<file path="src/rtl/mcpu_pkg.sv">
// Shared definitions for the multi-cycle CPU controller: state codes,
// ALU operation codes, opcode and funct constants.
package mcpu_pkg;

  typedef enum logic [3:0] {
    ST_IF  = 4'd0,
    ST_ID  = 4'd1,
    ST_MA  = 4'd2,
    ST_MRD = 4'd3,
    ST_MWB = 4'd4,
    ST_MWR = 4'd5,
    ST_REX = 4'd6,
    ST_RWB = 4'd7,
    ST_BR  = 4'd8,
    ST_J   = 4'd9,
    ST_IEX = 4'd10,
    ST_IWB = 4'd11,
    ST_JAL = 4'd12,
    ST_JR  = 4'd13
  } state_t;

  localparam logic [2:0] ALU_AND = 3'b000;
  localparam logic [2:0] ALU_OR  = 3'b001;
  localparam logic [2:0] ALU_ADD = 3'b010;
  localparam logic [2:0] ALU_XOR = 3'b011;
  localparam logic [2:0] ALU_NOR = 3'b100;
  localparam logic [2:0] ALU_SRL = 3'b101;
  localparam logic [2:0] ALU_SUB = 3'b110;
  localparam logic [2:0] ALU_SLT = 3'b111;

  localparam logic [5:0] OP_RTYPE = 6'b000000;
  localparam logic [5:0] OP_LW    = 6'b100011;
  localparam logic [5:0] OP_SW    = 6'b101011;
  localparam logic [5:0] OP_BEQ   = 6'b000100;
  localparam logic [5:0] OP_BNE   = 6'b000101;
  localparam logic [5:0] OP_J     = 6'b000010;
  localparam logic [5:0] OP_JAL   = 6'b000011;
  localparam logic [5:0] OP_ADDI  = 6'b001000;
  localparam logic [5:0] OP_ANDI  = 6'b001100;
  localparam logic [5:0] OP_ORI   = 6'b001101;
  localparam logic [5:0] OP_XORI  = 6'b001110;
  localparam logic [5:0] OP_SLTI  = 6'b001010;

  localparam logic [5:0] FN_ADD = 6'b100000;
  localparam logic [5:0] FN_SUB = 6'b100010;
  localparam logic [5:0] FN_AND = 6'b100100;
  localparam logic [5:0] FN_OR  = 6'b100101;
  localparam logic [5:0] FN_XOR = 6'b100110;
  localparam logic [5:0] FN_NOR = 6'b100111;
  localparam logic [5:0] FN_SLT = 6'b101010;
  localparam logic [5:0] FN_SRL = 6'b000010;
  localparam logic [5:0] FN_JR  = 6'b001000;

  // An R-type funct outside this set executes as ADD but must not write back.
  function automatic logic rfun_known(input logic [5:0] fun);
    case (fun)
      FN_ADD, FN_SUB, FN_AND, FN_OR, FN_XOR,
      FN_NOR, FN_SLT, FN_SRL: rfun_known = 1'b1;
      default:                rfun_known = 1'b0;
    endcase
  endfunction

endpackage

</file>
<file path="src/rtl/mcpu_aludec.sv">
// Combinational ALU operation decode from the controller state and the
// instruction opcode/funct fields.
module mcpu_aludec
  import mcpu_pkg::*;
(
  input  state_t     state,
  input  logic [5:0] opcode,
  input  logic [5:0] fun,
  output logic [2:0] alu_op
);

  always_comb begin
    alu_op = ALU_AND;
    case (state)
      ST_IF, ST_ID, ST_MA, ST_JR: alu_op = ALU_ADD;
      ST_BR:                      alu_op = ALU_SUB;
      ST_REX: begin
        case (fun)
          FN_ADD:  alu_op = ALU_ADD;
          FN_SUB:  alu_op = ALU_SUB;
          FN_AND:  alu_op = ALU_AND;
          FN_OR:   alu_op = ALU_OR;
          FN_XOR:  alu_op = ALU_XOR;
          FN_NOR:  alu_op = ALU_NOR;
          FN_SLT:  alu_op = ALU_SLT;
          FN_SRL:  alu_op = ALU_SRL;
          default: alu_op = ALU_ADD;
        endcase
      end
      ST_IEX: begin
        case (opcode)
          OP_ANDI: alu_op = ALU_AND;
          OP_ORI:  alu_op = ALU_OR;
          OP_XORI: alu_op = ALU_XOR;
          OP_SLTI: alu_op = ALU_SLT;
          default: alu_op = ALU_ADD;
        endcase
      end
      default: alu_op = ALU_AND;
    endcase
  end

endmodule

</file>
<file path="src/rtl/mcpu_ctrl.sv">
// Multi-cycle MIPS-style controller: Moore FSM over the datapath, with
// Mealy IRWrite/PCWrite in fetch and PCWrite in branch.
module mcpu_ctrl
  import mcpu_pkg::*;
(
  input  logic       clk,
  input  logic       rst_n,
  input  logic [5:0] OPcode,
  input  logic [5:0] Fun,
  input  logic       zero,
  input  logic       MIO_ready,
  output logic       MemRead,
  output logic       MemWrite,
  output logic       IorD,
  output logic       IRWrite,
  output logic       RegWrite,
  output logic       PCWrite,
  output logic       CPU_MIO,
  output logic [1:0] RegDst,
  output logic [1:0] MemtoReg,
  output logic [1:0] ALUSrcA,
  output logic [1:0] ALUSrcB,
  output logic [1:0] PCSource,
  output logic [2:0] ALU_operation,
  output logic [3:0] state_out
);

  state_t state, state_nx;
  logic   rwb_en;

  // rwb_en captures in REX whether the funct is a real op, so RWB stays a
  // pure function of registered state.
  always_ff @(posedge clk or negedge rst_n) begin
    if (!rst_n) begin
      state  <= ST_IF;
      rwb_en <= 1'b0;
    end else begin
      state <= state_nx;
      if (state == ST_REX) rwb_en <= rfun_known(Fun);
    end
  end

  always_comb begin
    state_nx = state;
    MemRead  = 1'b0;
    MemWrite = 1'b0;
    IorD     = 1'b0;
    IRWrite  = 1'b0;
    RegWrite = 1'b0;
    PCWrite  = 1'b0;
    CPU_MIO  = 1'b0;
    RegDst   = 2'b00;
    MemtoReg = 2'b00;
    ALUSrcA  = 2'b00;
    ALUSrcB  = 2'b00;
    PCSource = 2'b00;
    case (state)
      ST_IF: begin
        MemRead = 1'b1;
        CPU_MIO = 1'b1;
        ALUSrcB = 2'b01;
        // Gated by rst_n so the fetch strobes stay low while reset is held.
        IRWrite = MIO_ready & rst_n;
        PCWrite = MIO_ready & rst_n;
        if (MIO_ready) state_nx = ST_ID;
      end
      ST_ID: begin
        ALUSrcB = 2'b11;
        case (OPcode)
          OP_RTYPE:                state_nx = (Fun == FN_JR) ? ST_JR : ST_REX;
          OP_LW, OP_SW:            state_nx = ST_MA;
          OP_BEQ, OP_BNE:          state_nx = ST_BR;
          OP_J:                    state_nx = ST_J;
          OP_JAL:                  state_nx = ST_JAL;
          OP_ADDI, OP_ANDI, OP_ORI,
          OP_XORI, OP_SLTI:        state_nx = ST_IEX;
          default:                 state_nx = ST_IF;
        endcase
      end
      ST_MA: begin
        ALUSrcA  = 2'b01;
        ALUSrcB  = 2'b10;
        state_nx = (OPcode == OP_SW) ? ST_MWR : ST_MRD;
      end
      ST_MRD: begin
        MemRead = 1'b1;
        IorD    = 1'b1;
        CPU_MIO = 1'b1;
        if (MIO_ready) state_nx = ST_MWB;
      end
      ST_MWB: begin
        RegWrite = 1'b1;
        MemtoReg = 2'b01;
        state_nx = ST_IF;
      end
      ST_MWR: begin
        MemWrite = 1'b1;
        IorD     = 1'b1;
        CPU_MIO  = 1'b1;
        if (MIO_ready) state_nx = ST_IF;
      end
      ST_REX: begin
        ALUSrcA  = (Fun == FN_SRL) ? 2'b10 : 2'b01;
        state_nx = ST_RWB;
      end
      ST_RWB: begin
        RegWrite = rwb_en;
        RegDst   = 2'b01;
        state_nx = ST_IF;
      end
      ST_BR: begin
        ALUSrcA  = 2'b01;
        PCSource = 2'b01;
        PCWrite  = (OPcode == OP_BNE) ? ~zero : zero;
        state_nx = ST_IF;
      end
      ST_J: begin
        PCSource = 2'b10;
        PCWrite  = 1'b1;
        state_nx = ST_IF;
      end
      ST_IEX: begin
        ALUSrcA  = 2'b01;
        ALUSrcB  = 2'b10;
        state_nx = ST_IWB;
      end
      ST_IWB: begin
        RegWrite = 1'b1;
        state_nx = ST_IF;
      end
      ST_JAL: begin
        PCSource = 2'b10;
        PCWrite  = 1'b1;
        RegWrite = 1'b1;
        RegDst   = 2'b10;
        MemtoReg = 2'b10;
        state_nx = ST_IF;
      end
      ST_JR: begin
        ALUSrcA  = 2'b01;
        PCWrite  = 1'b1;
        state_nx = ST_IF;
      end
      default: state_nx = ST_IF;
    endcase
  end

  mcpu_aludec u_aludec (
    .state  (state),
    .opcode (OPcode),
    .fun    (Fun),
    .alu_op (ALU_operation)
  );

  assign state_out = state;

endmodule

</file>
<file path="config.mk">
export PLATFORM = sky130hd
export DESIGN_NAME = mcpu_ctrl
export DESIGN_NICKNAME = d
export VERILOG_FILES = /design/src/rtl/mcpu_pkg.sv /design/src/rtl/mcpu_aludec.sv /design/src/rtl/mcpu_ctrl.sv
export SDC_FILE = /design/constraint.sdc
export NUM_CORES = 1
export LEC_CHECK = 0
export BUFFER_PORTS_ARGS = -buffer_cell sky130_fd_sc_hd__clkbuf_2
export CAP_MARGIN = 0
export CORE_MARGIN = 4
export CORE_UTILIZATION = 30
export DETAILED_ROUTE_END_ITERATION = 10
export HOLD_SLACK_MARGIN = 0.02
export PLACE_DENSITY_LB_ADDON = 0.1
export RECOVER_POWER = 25
export SETUP_SLACK_MARGIN = 0.05
export SYNTH_ARGS = -nofsm -noshare
export SYNTH_HDL_FRONTEND = slang
export SYNTH_SLANG_ARGS = --single-unit
</file>
<file path="constraint.sdc">
create_clock -name clk -period 4.15 [get_ports clk]
set_clock_uncertainty 0.2 [all_clocks]
set_input_delay 0.415 -clock clk [delete_from_list [all_inputs] [get_ports clk]]
set_output_delay 0.415 -clock clk [all_outputs]
set_load 0.05 [all_outputs]
</file>
==> results of run 1 <==
==> power breakdown <==
group | internal, W | switching (W)
registers | 0.0000656 | 0.0000912
logic | 0.000161 | 0.000422
clock network | 0.0000364 | 0.0000201
total | 0.000263 | 0.000533
==> sequential cells by signal, summed over array words and instances (netlist names) <==
signal / count
rwb_en: 1
state_out: 4
==> logic make-up (layout without fill, tap and decap cells) <==
family	after synthesis	after routing	share of synthesized area, %
muxes	2	2	2.23
and+or+nand+nor	64	64	42.9
AOI/OAI and AO/OA	40	40	28.0
buffers and inverters	17	50	9.17
xor gates and xnor gates	5	5	4.59
DFF	5	5	13.1
==> critical path, cell delays in order, from the launching register on <==
cell and delay, ns:
dfrtp_1 0.85, nand2b_1 0.37, or3_4 0.44, nor3b_2 0.16
a31o_1 0.11, clkbuf_2 0.27
==> synthesized netlist by cell type, drive strengths merged, types with 2 or more instances <==
| cell type | n |
|---|---|
| nand2b | 7 |
| a21oi | 11 |
| xnor2 | 2 |
| nand3b | 2 |
| o32ai | 2 |
| and3 | 2 |
| a311oi | 2 |
| xor2 | 3 |
| clkbuf | 2 |
| a31oi | 5 |
| dfrtp | 5 |
| nor2 | 15 |
| inv | 6 |
| nand2 | 5 |
| nor2b | 7 |
| nand3 | 3 |
| and4b | 3 |
| o21ai | 7 |
| nor3 | 10 |
| buf | 9 |
| and4 | 2 |
==> per-stage QoR <==
stage                     utilization, %  instances  worst slack [ns]  hold slack, ns  area, um2
after global placement              37.3        205              1.55          0.0497       1140
after CTS                           38.5        210              1.21           0.321       1180
final                               38.4        210              1.09           0.375       1170
after detailed placement            37.3        205              1.48          0.0505       1140
after global routing                38.4        210             0.897           0.385       1170
after floorplan                        -        133              1.11         -0.0806        955
==> per-layer routing <==
layer / global-route usage (%) / part of all wire [%]
met1: 20.5 / 45
met2: 25.0 / 46
met3: 3.29 / 7.7
met4: 3.17 / 0.66
met5: 0 / 0
==> area by class of cell <==
| class | instances | area [um2] |
|---|---|---|
| Fill cell | 347 | 1880 |
| Tap cell | 44 | 55.1 |
| Clock buffer | 4 | 26.3 |
| Multi-Input combinational cell | 111 | 739 |
| Sequential cell | 5 | 125 |
| Timing Repair Buffer | 40 | 203 |
| Inverter | 6 | 22.5 |
==> final timing paths <==
path | to | slack [ns]
max | ALU_operation[2] | 1.09
min | rwb_en$_DFFE_PN0P_ | 0.37
max reg2reg | rwb_en$_DFFE_PN0P_ | 2.01
min reg2reg | rwb_en$_DFFE_PN0P_ | 0.42
max in group asynchronous | state_out[0]$_DFFE_PN0P_ | 3.12
min in group asynchronous | state_out[2]$_DFFE_PN0P_ | 0.38
==> timing repair <==
action / in CTS / in global routing
endpoints found under the hold margin: 5 / 0
buffers inserted: 0 / 0
setup endpoints to repair: 0 / 0
hold buffers: 1 / 0
gates resized for setup: 0 / 0
==> summary by stage, run 1 <==
Synthesis
Each instance of the synthesized netlist takes up on average between 7 and 8 um2. Counting flops with an async set or reset pin after synthesis yields a share of 100%. After synthesis the cells add up to 955 um2.

The prevailing post-synth register cell is dfrtp_1. The synthesized instance count is 133. Counting every net in the synthesized netlist gives 149. The post-synthesis sequential element count is 5. Of all cell types, the one taking the most synthesized area is dfrtp_1. Sequential elements use 13.1% of the synthesized area. By area the synthesized netlist is led by dfrtp_1, a21oi_1, nor2_1, nor3_1, nor2b_1. Counting flops with a built-in enable in the synthesized netlist gives 0. The total of warnings raised by yosys is 0. The number of different library cells used by synthesis comes to 52. Summed over its instances, the top area cell type makes up 13.1% of the synthesized netlist area.

Critical path
The classification of the worst setup path is flop to primary output. The kind of capture point of the worst setup path is a primary output. The worst setup path startpoint is state_out[1]$_DFFE_PN0P_. The arrival time reported for the critical path endpoint is 2.45 ns. The startpoint identified for the worst register-to-register timing path is state_out[1]$_DFFE_PN0P_. For the worst setup path, the data required time is 3.53 ns. STA classifies the critical path startpoint as a flop. The largest fanout on the critical path is 27. The cell count of the worst reg-to-reg path is 3.

Floorplan
From bottom edge to top edge, the die measures 64.4 um. The width of the die is 64.4 um. The die covers 4150 um2. The row count is 20.

40 I/O pins were placed. The effective utilization at floorplan is a little under a third. The region available for standard cell placement spans 3050 um2.

Cells and area
The most common cell after layout, fill and taps aside is clkbuf_2. The number of antenna diodes in the final layout is 0. The library cells used most frequently in the layout, excluding fill and tap cells, are clkbuf_2, nor2_1, a21oi_1, nor3_1, nor2b_1.

The area added between synthesis and finish is 22.7%. The final net count is approximately 180. Of the cells placed in the final design, the portion with a size suffix greater than 1 is between 30 and 40%.

Detailed routing
Dividing the detail-routed wire length by the instance count gives between 10 and 15 um. For this block, the initial DRC count from the detailed router was 77. The detail route stage leaves a number of antenna-violating nets equal to 0. The remaining design rule violation count is 0.

Wires add up to around 3.0 mm. Using the TritonRoute via totals, the vias-per-cell ratio works out to 5.52. The first detailed-routing pass took 4 iterations.

The number of vias in the routed layout is around 1,200.

Placement
The weighted congestion reported at the end of routability-driven placement is 0.938. Summed over all nets, the half-perimeter wirelength after detailed placement is around 2.3 mm. The count of buffers added on input and output ports is 39.

Clock tree
In this run, CTS created clock tree buffers numbering 3. The TritonCTS clock tree is built. For the worst-skew pair, the clock arrives at the later sink with an insertion delay of 0.24 ns. CTS built an H-tree with a depth of 1. For this design, the sink count on the clock tree is 5.

The clock root buffer is clkbuf_4. The clock-pin slew reported for the worst setup and hold paths after clock tree synthesis is 0.04 ns. The clock tree buffer depth is 2.

Global routing
Entering global routing, the biggest net connects 28 pins. For this run, the total global-route usage over all layers was measured as around 15%. The first global-routing pass estimated ~5 mm of wire. The global route total overflow is 0. The number of antenna violations at the first check in global routing was 0. The number of global-route vias before repair is between 1,000 and 1,500.

Hold path
The worst hold path passes through 3 cells. The hold path startpoint is Fun[4]. The type of the worst min-delay path is primary input to flop.

Status
The flow ran to the end, and the final reports show no timing, DRC or antenna violations.

Timing
Setup violations remaining at the end of the flow were counted as 0. The clock period minus final worst setup slack is 3.06 ns. Setup repair after global routing left no endpoint under its margin.

After layout, the worst path uses 73.8% of the clock period. The count of endpoints failing hold in the final timing report is 0. The number of max-slew violations in the final report is 0. The maximum operating frequency is 326 MHz.

Measured against its own limit, the worst slew margin works out to 46.8%. For the pin with the worst max-slew slack, the measured transition is 0.798 ns. The final setup TNS is 0 ns.

Power
The leakage power figure is 0.527 nW. IR analysis of the VDD net gives a maximum drop of 285 uV. The total power is around 0.00080 W. The cell area power density is 680 nW/um2.

Flow run
Across the run, the number of max-cap violations was 0.
No activity file was read; power rests on OpenSTA's default activity.
==> run 2, diff against run 1 <==
Clock period 4.15 ns to 2.9 ns, I/O delays scaled along.
==> run 2 against run 1 <==
Core utilization rose by 1.5 points. Clock power rose by 36%. Cell count rose by 1.9%. Via count fell by 0.43%. Critical path type unchanged.
==> summary by stage, run 2 (same netlist as run 1, synthesis figures left out) <==
Status
The run finished with clean final reports.

Floorplan
In this run the count of I/O pins placed on the die edge is 40. Once the floorplan was initialized, standard cells occupied 31.3% of the core. In this run the horizontal extent of the chip is 64.4 um. The floorplan step defined a die boundary enclosing roughly 4100 um2. The core region area is between 3000 and 4000 um2. From bottom edge to top edge, the die measures around 64 um. The row count is 20.

Flow run
The count of maximum capacitance violations is 0.

Cells and area
0 antenna diodes ended up in the layout. In the layout the commonest cells are clkbuf_2, nor2_1, a21oi_1, nor3_1, nor2b_1. The area added between synthesis and finish is 27.4%. Cells with a size suffix above 1 make up ~34% of the layout. For this run, the post-layout net count is approximately 190. For this run, the number of standard cells in the final layout without fillers is 214. The register with the most flip-flops in the layout has 4 of them. The number of fill cells is about 360. The library cell used most frequently in the layout, excluding fill and tap cells, is clkbuf_2.

Global routing
The pin count of the biggest net entering global routing is 22. The first global-routing pass estimated 5.15 mm of wire. The overall fraction of global-route tracks in use is 15.3%. The layer flagged by global routing as most heavily used is met2. The number of global-route vias before repair was 1,083. Global routing used between 20 and 25% of the available met1 tracks. The number of antenna violations at the first check in global routing is 0. For this run the aggregate overflow at the end of global routing stands at 0.

Global routing consumed, on the met3 layer, under 10% of the routing resources. Global routing used 24.1% of the available met2 tracks.

Timing
The final cycle utilization of the critical path is 90.1%. For the pin with the worst max-slew slack, the measured transition is 0.592 ns. Based on the critical path, the design can be clocked at up to 383 MHz. Setup repair after global routing left no endpoint under its margin. The routed design could run at a clock period as short as roughly 2.6 ns. Setup violations remaining at the end of the flow were counted as 0. The number of max-slew violations in the final report is 0. The final setup TNS is 0 ns. The count of endpoints failing hold in the final timing report was 0. The worst pin sits at a relative slew slack of 60.7%.

Placement
The number of placed instances, taps included is ~210. At the end of routability-driven placement, the weighted congestion stood at 0.833. The detailed placer's ending HPWL is 2.36 mm. In this run the tool buffered the top-level ports with 39 buffer cells.

Critical path
The category of cells accounting for the largest share of critical-path delay is simple AND/OR/NAND/NOR gates. The arrival time reported for the critical path endpoint is 2.12 ns. The delay of the slowest critical-path stage is 0.57 ns. STA classifies the critical path startpoint as a flop.

The critical path crosses 5 cells after its start point. The slowest stage of the critical path is the dfrtp_1 cell. At the worst endpoint, the required time is about 2.4 ns. The largest fanout on the critical path is 15.

STA classifies the critical path endpoint as a primary output. The worst setup path is of the flop to primary output kind. The number of buffers and inverters on the critical path is 1. The cell count of the worst reg-to-reg path is 5. The critical path goes through nand2b_1, or3_4, nor3b_2, a31o_1, clkbuf_2.

Detailed routing
In the final routed layout, each cell accounts on average for 14.3 um. The number of vias in the routed layout is between 1,000 and 1,500. The count of routing violations after the opening detailed-route iteration is 53. The remaining design rule violation count is 0.

The number of vias per cell is roughly 5.4. The post-detailed-routing wire length is 3.07 mm. The detail route stage leaves a number of antenna-violating nets equal to 0. The detailed-router iteration count before antenna repair is 5.

Clock tree
The total number of clock tree sinks is 5. The setup fix buffers added after clock tree synthesis is 0. TritonCTS built the clock tree. At the later pin of the worst-skew pair, clock insertion delay measures 0.24 ns. Clock tree synthesis selected as its root buffer the cell clkbuf_4. The number of clock buffers added by TritonCTS is 3. The longest clock path from root to sink contains 2 buffers. After clock tree synthesis, the clock-pin slew on the worst setup and hold paths is 0.04 ns.

The H-tree depth reported by CTS is 1.

Power
For this design the ratio of total power to cell area is 980 nW/um2. The leakage power figure is 0.551 nW. Across the VDD grid, the largest voltage drop is 396 uV.

Hold path
The type of the worst min-delay path is primary input to flop. Along the worst hold path, the cell count comes to 3.
==> run 2: cell types whose count changed in the layout (fill, tap and decap cells not counted) <==
cell,previous run,this run
o32ai_1,2,0
o32ai_2,0,2
nor3_1,9,8
nand2b_2,0,1
buf_4,0,4
nand2b_4,2,1
nor3_2,1,2
==> run 2: cell type report <==
cell class	instances	area (um2)	share of cell area, %
clock buffers	4	26.3	2.16
inverters	6	22.5	1.85
multi-input cells	111	754	62.0
flip-flops and latches	5	125	10.3
well taps	44	55.1	4.53
repair buffers	44	233	19.1
==> run 2: layer usage <==
metal  vias up  routed length [um]
met4         0                  14
met3         2                 175
met5         -                   0
li1        573                   -
met1       535                1420
met2        44                1450
==> run 2: through the flow <==
stage	hold WS (ns)	power (W)	instance area [um2]	setup slack [ns]	util, %
2_1_floorplan	-0.206	0.000910	975	0.0619	-
3_3_place_gp	-0.0803	0.00112	1190	0.633	39.0
3_5_place_dp	-0.0786	0.00112	1190	0.611	39.0
4_1_cts	0.206	0.00120	1230	0.349	40.2
5_1_grt	0.261	0.00128	1220	0.160	39.8
6_report	0.264	0.00119	1220	0.288	39.8
==> run 2: path summary, 6_finish.rpt <==
| kind | start | to | slack, ns |
|---|---|---|---|
| worst max register to register | state_out[1]$_DFFE_PN0P_ | state_out[0]$_DFFE_PN0P_ | 0.97 |
| worst max-delay path | state_out[3]$_DFFE_PN0P_ | ALU_operation[2] | 0.29 |
| min in group asynchronous | rst_n | state_out[1]$_DFFE_PN0P_ | 0.28 |
| worst min-delay path | Fun[4] | rwb_en$_DFFE_PN0P_ | 0.26 |
| max in group asynchronous | rst_n | state_out[3]$_DFFE_PN0P_ | 1.98 |
| worst min register to register | rwb_en$_DFFE_PN0P_ | rwb_en$_DFFE_PN0P_ | 0.40 |
==> run 2: where the power goes <==
part	internal [W]	total, W	switching, W	leakage (nW)
registers	0.0000957	0.000152	0.0000562	0.0637
clock network	0.0000518	0.0000771	0.0000253	0.0150
logic	0.000265	0.000963	0.000697	0.472
total	0.000413	0.00119	0.000779	0.551
==> run 2: timing repair <==
action | CTS | global route
resized for setup | 0 | 0
hold endpoints to repair | 5 | 0
hold buffers | 1 | 0
==> run 2: worst register-to-register path, cell delays in order, from the launching register on <==
cell,delay (ns)
dfrtp_1,0.58
buf_4,0.26
nor2b_1,0.12
a222oi_1,0.30
nor2_1,0.07
a211o_1,0.28
